## src/rtl/sched_table.sv

```systemverilog
// Multi-channel time-triggered transmit scheduler.
// Double-buffered slot table; countdown counters per channel.
module sched_table #(
  parameter int NUM_CH    = 4,
  parameter int TB_W      = 16,
  parameter int CYCLE_LEN = 500,
  parameter int CH_W      = (NUM_CH > 1) ? $clog2(NUM_CH) : 1
) (
  input  logic              clk,
  input  logic              rst,
  input  logic              en,
  input  logic              cfg_we,
  input  logic [CH_W-1:0]   cfg_ch,
  input  logic [TB_W-1:0]   cfg_period,
  input  logic [TB_W-1:0]   cfg_offset,
  input  logic              cfg_enable,
  output logic              cfg_err,
  output logic              cfg_pending,
  output logic [TB_W-1:0]   gtb,
  output logic              cycle_start,
  output logic [NUM_CH-1:0] tx
);

  typedef struct packed {
    logic            en;
    logic [TB_W-1:0] per;
    logic [TB_W-1:0] off;
  } ent_t;

  localparam logic [TB_W:0]   CL   = (TB_W+1)'(CYCLE_LEN);
  localparam logic [TB_W-1:0] LAST = TB_W'(CYCLE_LEN - 1);
  localparam logic [31:0]     NCH  = 32'(NUM_CH);

  logic [TB_W-1:0]               gtb_q, gtb_d;
  logic                          cs_q, cs_d;
  logic                          err_q, err_d;
  logic                          pend_q, pend_d;
  logic [NUM_CH-1:0]             tx_q, tx_d;
  ent_t [NUM_CH-1:0]             act_q, act_d;
  ent_t [NUM_CH-1:0]             shd_q, shd_d;
  logic [NUM_CH-1:0][TB_W-1:0]   cnt_q, cnt_d;

  logic              wrap;
  logic              cfg_bad;
  logic              cfg_ok;
  logic [NUM_CH-1:0] due;

  assign wrap    = en & (gtb_q == LAST);
  assign cfg_bad = (32'(cfg_ch) >= NCH)
                 | ({1'b0, cfg_period} >= CL)
                 | ({1'b0, cfg_offset} >= CL);
  assign cfg_ok  = cfg_we & ~cfg_bad;

  always_comb begin
    gtb_d  = gtb_q;
    cs_d   = wrap;
    err_d  = cfg_we & cfg_bad;
    pend_d = pend_q;
    shd_d  = shd_q;
    act_d  = act_q;
    cnt_d  = cnt_q;
    due    = '0;
    tx_d   = '0;

    if (en) begin
      gtb_d = wrap ? '0 : gtb_q + TB_W'(1);
    end

    for (int i = 0; i < NUM_CH; i++) begin
      if (cfg_ok && cfg_ch == CH_W'(i)) begin
        shd_d[i].en  = cfg_enable;
        shd_d[i].per = cfg_period;
        shd_d[i].off = cfg_offset;
      end
    end

    // Activation copies the pre-write shadow; a same-clk write waits a cycle.
    if (wrap) begin
      act_d  = shd_q;
      pend_d = cfg_ok;
    end else if (cfg_ok) begin
      pend_d = 1'b1;
    end

    for (int i = 0; i < NUM_CH; i++) begin
      due[i] = act_q[i].en && (act_q[i].per != '0) && (cnt_q[i] == '0);
      if (wrap) begin
        cnt_d[i] = shd_q[i].off;
      end else if (en) begin
        if (cnt_q[i] == '0) begin
          cnt_d[i] = (act_q[i].per == '0) ? '0 : act_q[i].per - TB_W'(1);
        end else begin
          cnt_d[i] = cnt_q[i] - TB_W'(1);
        end
      end
    end

    if (en) begin
      tx_d = due;
    end
  end

  always_ff @(posedge clk) begin
    if (!rst) begin
      gtb_q  <= '0;
      cs_q   <= 1'b0;
      err_q  <= 1'b0;
      pend_q <= 1'b0;
      tx_q   <= '0;
      act_q  <= '0;
      shd_q  <= '0;
      cnt_q  <= '0;
    end else begin
      gtb_q  <= gtb_d;
      cs_q   <= cs_d;
      err_q  <= err_d;
      pend_q <= pend_d;
      tx_q   <= tx_d;
      act_q  <= act_d;
      shd_q  <= shd_d;
      cnt_q  <= cnt_d;
    end
  end

  assign gtb         = gtb_q;
  assign cycle_start = cs_q;
  assign cfg_err     = err_q;
  assign cfg_pending = pend_q;
  assign tx          = tx_q;

endmodule

```

## config.mk

```make
export PLATFORM = sky130hd
export DESIGN_NAME = sched_table
export DESIGN_NICKNAME = d
export VERILOG_FILES = /design/src/rtl/sched_table.sv
export SDC_FILE = /design/constraint.sdc
export NUM_CORES = 1
export LEC_CHECK = 0
export ABC_CLOCK_PERIOD_IN_PS = 3200
export CELL_PAD_IN_SITES_DETAIL_PLACEMENT = 0
export CELL_PAD_IN_SITES_GLOBAL_PLACEMENT = 2
export CORE_MARGIN = 4
export CORE_UTILIZATION = 35
export CTS_CLUSTER_SIZE = 40
export DETAILED_ROUTE_END_ITERATION = 12
export HOLD_SLACK_MARGIN = 0.03
export PLACE_DENSITY_LB_ADDON = 0.3
export SYNTH_ARGS = -nofsm -noshare
export SYNTH_HDL_FRONTEND = slang
export SYNTH_SLANG_ARGS = --single-unit
```

## constraint.sdc

```tcl
create_clock -name clk -period 3.2 [get_ports clk]
set_input_delay 0.64 -clock clk [delete_from_list [all_inputs] [get_ports clk]]
set_output_delay 0.64 -clock clk [all_outputs]
set_load 0.05 [all_outputs]
```

==> metrics.md, run 1 <==
| Metric | Value |
|---|---|
| EDFF count, synth | `0` |
| Unrepaired setup endpoints after global routing | `no` |
| Antenna viol nets, final | `0` |
| Synth top area share | `43.9%` |
| CTS clk-pin slew, worst paths | `60 ps` |
| Status | `completed` |
| Post-route minimum period | `2680 ps` |
| Vias per cell | `5.39` |
| Initial core utilization | `35.6%` |
| Nets | `1673` |
| TritonCTS clock tree | `done` |
| Share of cells above drive strength 1 | `7.42%` |
| Placed cell area | `0.0143 mm²` |
| Pint | `7.58 mW` |
| Worst-Margin Slew | `1100 ps` |
| LEAKAGE | `5.80 nW` |
| Clk_lat worst skew | `520 ps` |
| Clock sink count | `287` |
| CP max-delay cell | `or3b_2` |
| CTS Buf Count | `34` |
| Post-CTS Hold Fix Bufs | `0` |
| CTS H-tree depth | `2` |
| Die height | `201 µm` |
| Slowest stage delay, CP | `500 ps` |
| Die Width | `201 µm` |
| Post-CTS setup buffers | `0` |
| Grt ovf | `0` |
| Synth area leader | `dfxtp_1` |
| Crit share post-route | `83.9%` |
| Net Count, Synth | `1639` |
| Hpwl dp | `25300 µm` |
| Overall routing resource usage | `18.4%` |
| Inst Count DP | `2053` |
| Delay-heaviest family, CP | `simple AND/OR/NAND/NOR gates` |
| FP Rows | `70` |
| DIE AREA | `0.0405 mm²` |
| Dominant cells by area after synthesis | `dfxtp_1, nand2_1, o21ai_0, a21boi_0, nand3_1` |
| Max-slew headroom | `26.0%` |
| Async SR Flop Fraction | `0%` |
| Design area | `0.0154 mm²` |
| Vias in the first global route | `10800` |
| Reg power frac | `37.8%` |
| Worst Path Arrival | `3080 ps` |
| Sw frac | `31.4%` |
| CP Capture Type | `flip-flop` |
| N_diodes | `0` |
| Synth Flop Type | `dfxtp_1` |
| Worst setup SP type | `flip-flop` |
| Root Driver | `clkbuf_16` |
| Post-CTS sizing | `0` |
| Clock share of power | `35.5%` |
| Yosys Warn Count | `0` |
| First-pass DRT Iterations | `5` |
| Maxcap violations | `0` |
| Initial DRC count | `698` |
| Avg Synthesized Cell Area | `8.24 µm²` |
| Final-layout fill cell count | `3713` |
| Post-synthesis instance area | `0.0131 mm²` |
| Worst-path fanout max | `8` |
| IO Pins | `62` |
| Number of synthesized register bits | `287` |
| Cell count after synthesis | `1587` |
| First-pass GRT wire length | `61300 µm` |
| Buffers & Inverters on Critical Path | `1` |
| Cell area power density | `717 mW/mm²` |
| Clock Skew | `7.51 ps` |
| Routed wire per std cell | `18.2 µm` |
| Post-Route Setup TNS | `0 ps` |
| Area delta synth->final | `17.7%` |
| Hold Vio Cnt, Final | `0` |
| Via Count | `11400` |
| Final wirelength | `38300 µm` |
| Worst-path cell chain | `inv_1 > ha_1 > or3b_2 > or3_1 > nor2_1 > a211oi_1 > nor3_1 > o21ai_0` |
| P_sw | `3.46 mW` |
| Initial antenna violation count | `0` |
| Maximum vdd drop | `334 µV` |
| Routability cong. | `0.788` |
| Fmax | `0.373 GHz` |
| Max Slew Vio Count | `0` |
| Crit path required time | `3600 ps` |
| Drt drc | `0` |
| Yosys cell types | `72` |
| Max clock buf depth | `3` |
| Fin cells | `2112` |
| Endpoints failing setup | `0` |
| Worst hold-check path type | `flip-flop to flip-flop` |
| Setup Crit Path Kind | `flip-flop to flip-flop` |
| Largest net degree at the start of global routing | `89` |
| Sequential share of the synthesized area | `43.9%` |
| Core area | `0.0367 mm²` |
| Gate power share | `26.6%` |
| I/O Buffers | `61` |
==> routing by layer <==
layer	track usage [%]	wire length, µm	vias up
li1	-	-	5765
met1	26.8	19200	5325
met2	28.3	16400	239
met3	2.95	1800	63
met4	5.20	945	0
met5	0	0	-
==> flip-flops by register name, summed over array words and instances, names as in the netlist <==
name,count
cycle_start,1
cfg_pending,1
shd_q,132
gtb,16
cfg_err,1
tx,4
cnt_q,64
act_q,68
==> area by class of cell <==
class	instances	area (µm²)	share of cell area (%)
tap	468	586	3.80
sequential	287	5750	37.3
clock inverter	7	87.6	0.569
timing repair buffer	109	1020	6.61
clock buffer	52	1040	6.77
inverter	24	90.1	0.585
multi-input combinational	1165	6830	44.4
==> per-stage QoR <==
stage	power [mW]	setup WS, ps	util [%]	hold slack (ps)
global placement	7.17	524	38.9	424
floorplan	6.45	530	-	410
finish	11.0	516	42.0	430
detailed placement	7.17	495	38.9	421
global route	11.7	306	42.0	452
CTS	11.2	536	42.0	432
==> placed cells by master, fill, tap and decap left out, types with 7 or more instances in the layout <==
| master | count |
|---|---|
| dfxtp_1 | 287 |
| nand2_1 | 242 |
| o21ai_0 | 169 |
| nand3_1 | 95 |
| a21boi_0 | 77 |
| nor2_1 | 74 |
| and3_1 | 62 |
| clkdlybuf4s50_1 | 59 |
| a21oi_1 | 51 |
| buf_4 | 44 |
| nor3_1 | 42 |
| xor2_1 | 41 |
| clkbuf_16 | 37 |
| xnor2_1 | 36 |
| nor4_1 | 25 |
| inv_1 | 24 |
| or4_1 | 23 |
| or3_1 | 19 |
| nand4_1 | 14 |
| o31ai_1 | 14 |
| ha_1 | 13 |
| o211ai_1 | 12 |
| a211oi_1 | 11 |
| o221ai_1 | 10 |
| a22o_1 | 9 |
| clkbuf_1 | 9 |
| nor2b_1 | 8 |
| a32oi_1 | 8 |
| o31a_1 | 7 |
| a31oi_1 | 7 |
==> worst paths after layout <==
kind         startpoint        end  slack, ps  cells after the start
max           act_q[49]  cnt_q[19]        520                      8
min           act_q[32]      tx[0]        430                      2
max reg2reg   act_q[49]  cnt_q[19]        520                      8
min reg2reg   act_q[32]      tx[0]        430                      2
==> cells by family after synthesis <==
family | after synthesis | synth area share [%]
buffers and inverters | 135 | 3.94
adders and majority gates | 13 | 1.24
muxes | 9 | 0.717
and+or+nand+nor | 650 | 24.8
xor gates and xnor gates | 77 | 5.16
DFF | 287 | 43.9
AOI/OAI and AO/OA | 416 | 20.2
==> cell usage after synthesis (all sizes together), types with 18 or more instances <==
library cell	n
buf	18
nor3	42
a21oi	51
dfxtp	287
nor2	74
o21ai	172
a21boi	77
nand3	95
and3	62
or3	22
nand2	242
nor4	27
inv	24
or4	25
xor2	41
clkbuf	93
xnor2	36
==> worst min-delay path, cell delays in order, from the launching register on <==
cell and delay (ps):
dfxtp_1 310, nand2_1 50, nor2_1 30
==> power by group through the flow <==
stage	Combinational, mW	Clock, mW	Sequential (mW)
6_report	2.94	3.92	4.18
5_1_grt	3.30	4.16	4.22
4_1_cts	2.96	4.04	4.17
3_5_place_dp	2.93	0	4.24
3_3_place_gp	2.93	0	4.24
2_1_floorplan	2.29	0	4.16
No activity file was read; power rests on OpenSTA's default activity.
==> run 2: changes to the inputs <==
- ABC_CLOCK_PERIOD_IN_PS: 3200 -> 2200
- CORE_UTILIZATION: 35 -> 33
- clock period: 3.2 -> 2.2 ns (I/O delays scaled with it)
==> run 2 against run 1 <==
  * Count of clock-buffer cells in the layout down 3
  * Non-clock buffer count up 147
  * First-iteration DRC count down 7.9%
  * Worst setup slack worse by 630 ps
  * Clock power up 45%
  * Maximum frequency up 16%
  * Core utilization up 2.2 points
  * Clock skew up 19 ps
  * The run now ends with setup timing left
  * Sequential share of layout area down 3.8 points
==> metrics.md, run 2 (synthesized netlist as in run 1, its figures left out) <==
| Metric | Value |
|---|---|
| Final Power | `17.7 mW` |
| Post-CTS Hold Fix Bufs | `0` |
| Hold Slack | `394 ps` |
| CP Capture Type | `flip-flop` |
| CTS Buf Count | `35` |
| Antenna viol nets, final | `0` |
| Gate power share | `34.3%` |
| Overall routing resource usage | `18.1%` |
| Setup Crit Path Kind | `flip-flop to flip-flop` |
| Register-to-Register Path Depth | `6` |
| Die Width | `207 µm` |
| Worst Path Arrival | `2780 ps` |
| Max Slew Vio Count | `0` |
| Grt met3 use | `3.15%` |
| Worst Hold Path Cells | `3` |
| Die height | `207 µm` |
| Busiest layer in global routing | `met2` |
| Worst hold-check path type | `input port to flip-flop` |
| Final-layout fill cell count | `3907` |
| Unrepaired setup endpoints after global routing | `yes` |
| CTS clk-pin slew, worst paths | `60 ps` |
| Largest net degree at the start of global routing | `119` |
| Met1 usage | `25.8%` |
| Cell area power density | `1030 mW/mm²` |
| CP max-delay cell | `or4b_4` |
| Worst-path fanout max | `6` |
| Register area | `0.00577 mm²` |
| Hpwl dp | `26600 µm` |
| Most common cell after layout, fill and taps aside | `dfxtp_1` |
| Routed wire per std cell | `17.6 µm` |
| FP Rows | `72` |
| Root Driver | `clkbuf_16` |
| CTS H-tree depth | `2` |
| Worst-Margin Slew | `556 ps` |
| TritonCTS clock tree | `done` |
| Number of flip-flops under the largest register name | `132` |
| I/O Buffers | `61` |
| Biggest regs | `shd_q: 132 flops, act_q: 68 flops, cnt_q: 64 flops` |
| First-pass GRT wire length | `64300 µm` |
| Reg power frac | `33.5%` |
| Critical hold path startpoint | `rst` |
| Vias per cell | `5.16` |
| Post-route minimum period | `2310 ps` |
| Max clock buf depth | `3` |
| Initial DRC count | `643` |
| Met2 GRT Util | `28.3%` |
| Pint | `12.0 mW` |
| IO Pins | `62` |
| Final wirelength | `40700 µm` |
| Clock share of power | `32.1%` |
| Maxcap violations | `0` |
| Clock Skew | `27.0 ps` |
| Initial core utilization | `33.6%` |
| Crit share post-route | `105%` |
| First-pass DRT Iterations | `5` |
| Drt drc | `0` |
| Max-slew headroom | `62.8%` |
| Hold Vio Cnt, Final | `0` |
| Worst-path cell chain | `or4_4 > or4b_4 > or2_4 > buf_6 > a211o_2 > a21oi_2` |
| Top reg by flops | `shd_q` |
| Reg-to-Reg Start | `cnt_q[9]` |
| Clock sink count | `287` |
| LEAKAGE | `6.75 nW` |
| Crit path required time | `2660 ps` |
| Fin worst setup slack | `-114 ps` |
| P_sw | `5.72 mW` |
| Share of cells above drive strength 1 | `19.5%` |
| Status | `finished with violations` |
| Fmax | `0.432 GHz` |
| Failing checks | `setup timing` |
| N_diodes | `0` |
| DIE AREA | `0.0429 mm²` |
| R2r setup slk | `-110 ps` |
| Worst setup SP type | `flip-flop` |
| Core area | `0.0389 mm²` |
| Hold Path Sink | `cnt_q[52]` |
| Most frequent cells in the layout | `dfxtp_1, nand2_1, buf_4, o21ai_0, nand3_1` |
| Clk_lat worst skew | `550 ps` |
| Routability cong. | `0.838` |
| Nets | `1822` |
| Maximum vdd drop | `450 µV` |
| Initial antenna violation count | `1` |
| Area delta synth->final | `31.4%` |
| Slowest stage delay, CP | `550 ps` |
| Endpoints failing setup | `12` |
| Vias in the first global route | `11500` |
| Sw frac | `32.3%` |
| Grt ovf | `0` |
| Crit Reg-Reg Endpoint | `cnt_q[10]` |
| Area occupied by multi-input gates | `0.00726 mm²` |
| Via Count | `11900` |
run 2: cell count changes in the layout (fill, tap and decap cells not counted), sizes merged:
cell	delta
buf	+147
o31ai	+1
dlymetal6s2s	+1
clkdlybuf4s50	-13
clkinv	+5
clkbuf	-3
dlygate4sd2	+12
run 2: per-stage QoR:
step / setup TNS [ps] / area (µm²) / worst slack (ps) / instances / utilization, %
floorplan: -677 / 13200 / -128 / 1587 / -
global placement: -35450 / 15500 / -265 / 2235 / 40.0
detailed placement: -39740 / 15500 / -308 / 2235 / 40.0
CTS: -751 / 16800 / -101 / 2302 / 43.3
global route: -1720 / 17200 / -195 / 2312 / 44.2
finish: -731 / 17200 / -114 / 2312 / 44.2
run 2: repair_timing:
item / in CTS / in global routing
pin swaps: 21 / 28
buffers inserted: 6 / 9
hold endpoints to repair: 0 / 0
setup endpoints to repair: 52 / 44
cloned: 0 / 1
gates resized for setup: 51 / 69
run 2: power by group through the flow:
stage / clock network (mW) / registers (mW) / logic [mW]
2_1_floorplan: 0 / 6.05 / 3.42
3_3_place_gp: 0 / 6.01 / 5.38
3_5_place_dp: 0 / 6.01 / 5.38
4_1_cts: 5.85 / 5.92 / 5.72
5_1_grt: 6.03 / 5.99 / 6.66
6_report: 5.69 / 5.93 / 6.08
run 2: layout make-up:
class	count	area share, %
multi-input combinational	1166	42.2
sequential	287	33.6
timing repair buffer	256	13.4
clock buffer	49	5.64
tap	518	3.77
clock inverter	12	0.852
inverter	24	0.524
run 2: critical path: cells and delay by family (launching register included):
family | cells | cell delay [ps]
and+or+nand+nor | 3 | 1400
AOI/OAI and AO/OA | 2 | 400
DFF | 1 | 310
buffers and inverters | 1 | 140
run 2: how the worst max path moves through the flow:
stage                   start    endpoint
4_1_cts              cnt_q[9]    cnt_q[0]
3_3_place_gp   cfg_period[15]  shd_q[113]
2_1_floorplan        cnt_q[8]   cnt_q[14]
6_report             cnt_q[9]   cnt_q[10]
3_5_place_dp   cfg_period[15]  shd_q[126]
5_1_grt              cnt_q[9]    cnt_q[0]
run 2: layer usage:
| metal | routed length, µm | vias to the layer above |
|---|---|---|
| met5 | 0 | - |
| met4 | 842 | 0 |
| met1 | 20100 | 5612 |
| met2 | 18000 | 191 |
| li1 | - | 6069 |
| met3 | 1670 | 65 |
==> run 3: changes to the inputs <==
--- a/config.mk
+++ b/config.mk
@@ -9,5 +9,5 @@
 export CELL_PAD_IN_SITES_DETAIL_PLACEMENT = 0
 export CELL_PAD_IN_SITES_GLOBAL_PLACEMENT = 2
-export CORE_MARGIN = 4
+export CORE_MARGIN = 2
 export CORE_UTILIZATION = 33
 export CTS_CLUSTER_SIZE = 40
==> constraint.sdc (replaced) <==
create_clock -name clk -period 2.2 [get_ports clk]
set_input_delay 0.44 -clock clk [delete_from_list [all_inputs] [get_ports clk]]
set_output_delay 0.44 -clock clk [all_outputs]
set_load 0.005 [all_outputs]
==> run 3 against run 2 <==
  * The flow still finishes with violations (setup timing)
  * Clock skew fell by 17 ps
  * Largest power group unchanged
  * Register-to-register slack barely moved
  * Critical path depth rose by 1
  * Highest routed layer unchanged
  * Largest cell class unchanged
  * Critical endpoint is now cnt_q[1]
==> metrics.md, run 3 (synthesized netlist as in run 1, its figures left out) <==
| Metric | Value |
|---|---|
| Status | `finished with violations` |
| Failing checks | `setup timing` |
| Final Util | `44.4%` |
| Die height | `203 µm` |
| Worst-Margin Slew | `548 ps` |
| Hpwl dp | `27000 µm` |
| Worst Path Arrival | `2760 ps` |
| Largest net degree at the start of global routing | `59` |
| Drt drc | `0` |
| CP Capture Type | `flip-flop` |
| CTS Buf Count | `35` |
| Final-layout fill cell count | `3940` |
| FP Rows | `72` |
| Initial DRC count | `639` |
| Hold Vio Cnt, Final | `0` |
| TritonCTS clock tree | `done` |
| Reg-to-Reg Start | `cnt_q[8]` |
| Cell area power density | `1030 mW/mm²` |
| Post-Route Setup TNS | `-797 ps` |
| Worst setup SP type | `flip-flop` |
| Core area | `0.0389 mm²` |
| Worst Hold Path Cells | `3` |
| Routed wire per std cell | `17.4 µm` |
| LEAKAGE | `6.69 nW` |
| Die Width | `203 µm` |
| Fin worst setup slack | `-105 ps` |
| Routability cong. | `0.800` |
| Max clock buf depth | `3` |
| Vias per cell | `5.15` |
| Area delta synth->final | `32.0%` |
| Inst Count DP | `2225` |
| Fmax | `0.434 GHz` |
| Root Driver | `clkbuf_16` |
| Fin cells | `2302` |
| Max-slew headroom | `62.5%` |
| Maxcap violations | `0` |
| Post-route minimum period | `2310 ps` |
| Initial core utilization | `33.6%` |
| Worst-path fanout max | `4` |
| Most frequent cells in the layout | `dfxtp_1, nand2_1, buf_4, o21ai_0, nand3_1` |
| Post-CTS Hold Fix Bufs | `0` |
| Clk_lat worst skew | `520 ps` |
| Overall routing resource usage | `19.2%` |
| First-pass GRT wire length | `63900 µm` |
| Share of cells above drive strength 1 | `19.8%` |
| Critical hold path startpoint | `rst` |
| N_diodes | `0` |
| Initial antenna violation count | `1` |
| I/O Buffers | `61` |
| Crit path required time | `2650 ps` |
| Vias in the first global route | `11500` |
| Nets | `1813` |
| Final wirelength | `40000 µm` |
| Register-to-Register Path Depth | `7` |
| Number of flip-flops under the largest register name | `132` |
| Grt ovf | `0` |
| Unrepaired setup endpoints after global routing | `yes` |
| Antenna viol nets, final | `0` |
| Top reg by flops | `shd_q` |
| IO Pins | `62` |
| Max Slew Vio Count | `0` |
| Clock sink count | `287` |
| Most common cell after layout, fill and taps aside | `dfxtp_1` |
| Via Count | `11900` |
| CTS clk-pin slew, worst paths | `60 ps` |
| First-pass DRT Iterations | `5` |
| Maximum vdd drop | `504 µV` |
| Clock Skew | `9.98 ps` |
| Biggest regs | `shd_q: 132 flops, act_q: 68 flops, cnt_q: 64 flops` |
| CTS H-tree depth | `2` |
| Launch point of the worst path | `cnt_q[8]` |
| Setup Crit Path Kind | `flip-flop to flip-flop` |
| Worst hold-check path type | `input port to flip-flop` |
| Endpoints failing setup | `13` |
| Crit share post-route | `105%` |
| DIE AREA | `0.0412 mm²` |
-- run 3: worst max-delay path: stages (launching register included) --
cell      delay (ps)
dfxtp_2          320
or4_4            540
or4b_4           550
or2_4            280
buf_6            140
nor3_2           140
o221ai_1         130
a21boi_1         140
-- run 3: cell type report --
cell class	count	area (µm²)	area share, %
well taps	518	648	3.75
flip-flops and latches	287	5750	33.3
inverters	24	95.1	0.551
clock inverters	13	115	0.667
repair buffers	248	2300	13.3
multi-input cells	1165	7310	42.4
clock buffers	47	1030	5.99
-- run 3: metal layers --
metal,share of wire [%],GRT usage [%]
met1,49,27.0
met2,44,30.6
met3,4.4,3.00
met4,2.0,5.32
met5,0,0
-- run 3: path summary, 6_finish.rpt --
path	end	slack, ps
max	cnt_q[1]	-110
min	cnt_q[61]	210
max reg2reg	cnt_q[1]	-110
min reg2reg	tx[0]	450
-- run 3: stage by stage --
stage               hold WS [ps]  power, mW  setup slack (ps)  area, µm²
finish                       212       17.9              -105      17300
global route                 220       18.9              -199      17300
CTS                          189       17.5              -116      16800
detailed placement           429       11.3              -203      15500
global placement             425       11.2              -263      15500
floorplan                    410       9.46              -128      13200
-- run 3: repair_timing --
| item | 4_1_cts | 5_1_grt |
|---|---|---|
| pin swaps | 29 | 38 |
| setup endpoints to repair | 39 | 59 |
| gates resized for setup | 53 | 90 |
| gates cloned | 1 | 1 |
| setup buffers | 3 | 13 |
-- run 3: where the power goes --
part	total, mW	internal, mW	switching (mW)
Clock	5.75	3.51	2.23
Combinational	6.17	3.14	3.03
Sequential	5.95	5.60	0.347
Total	17.9	12.3	5.61
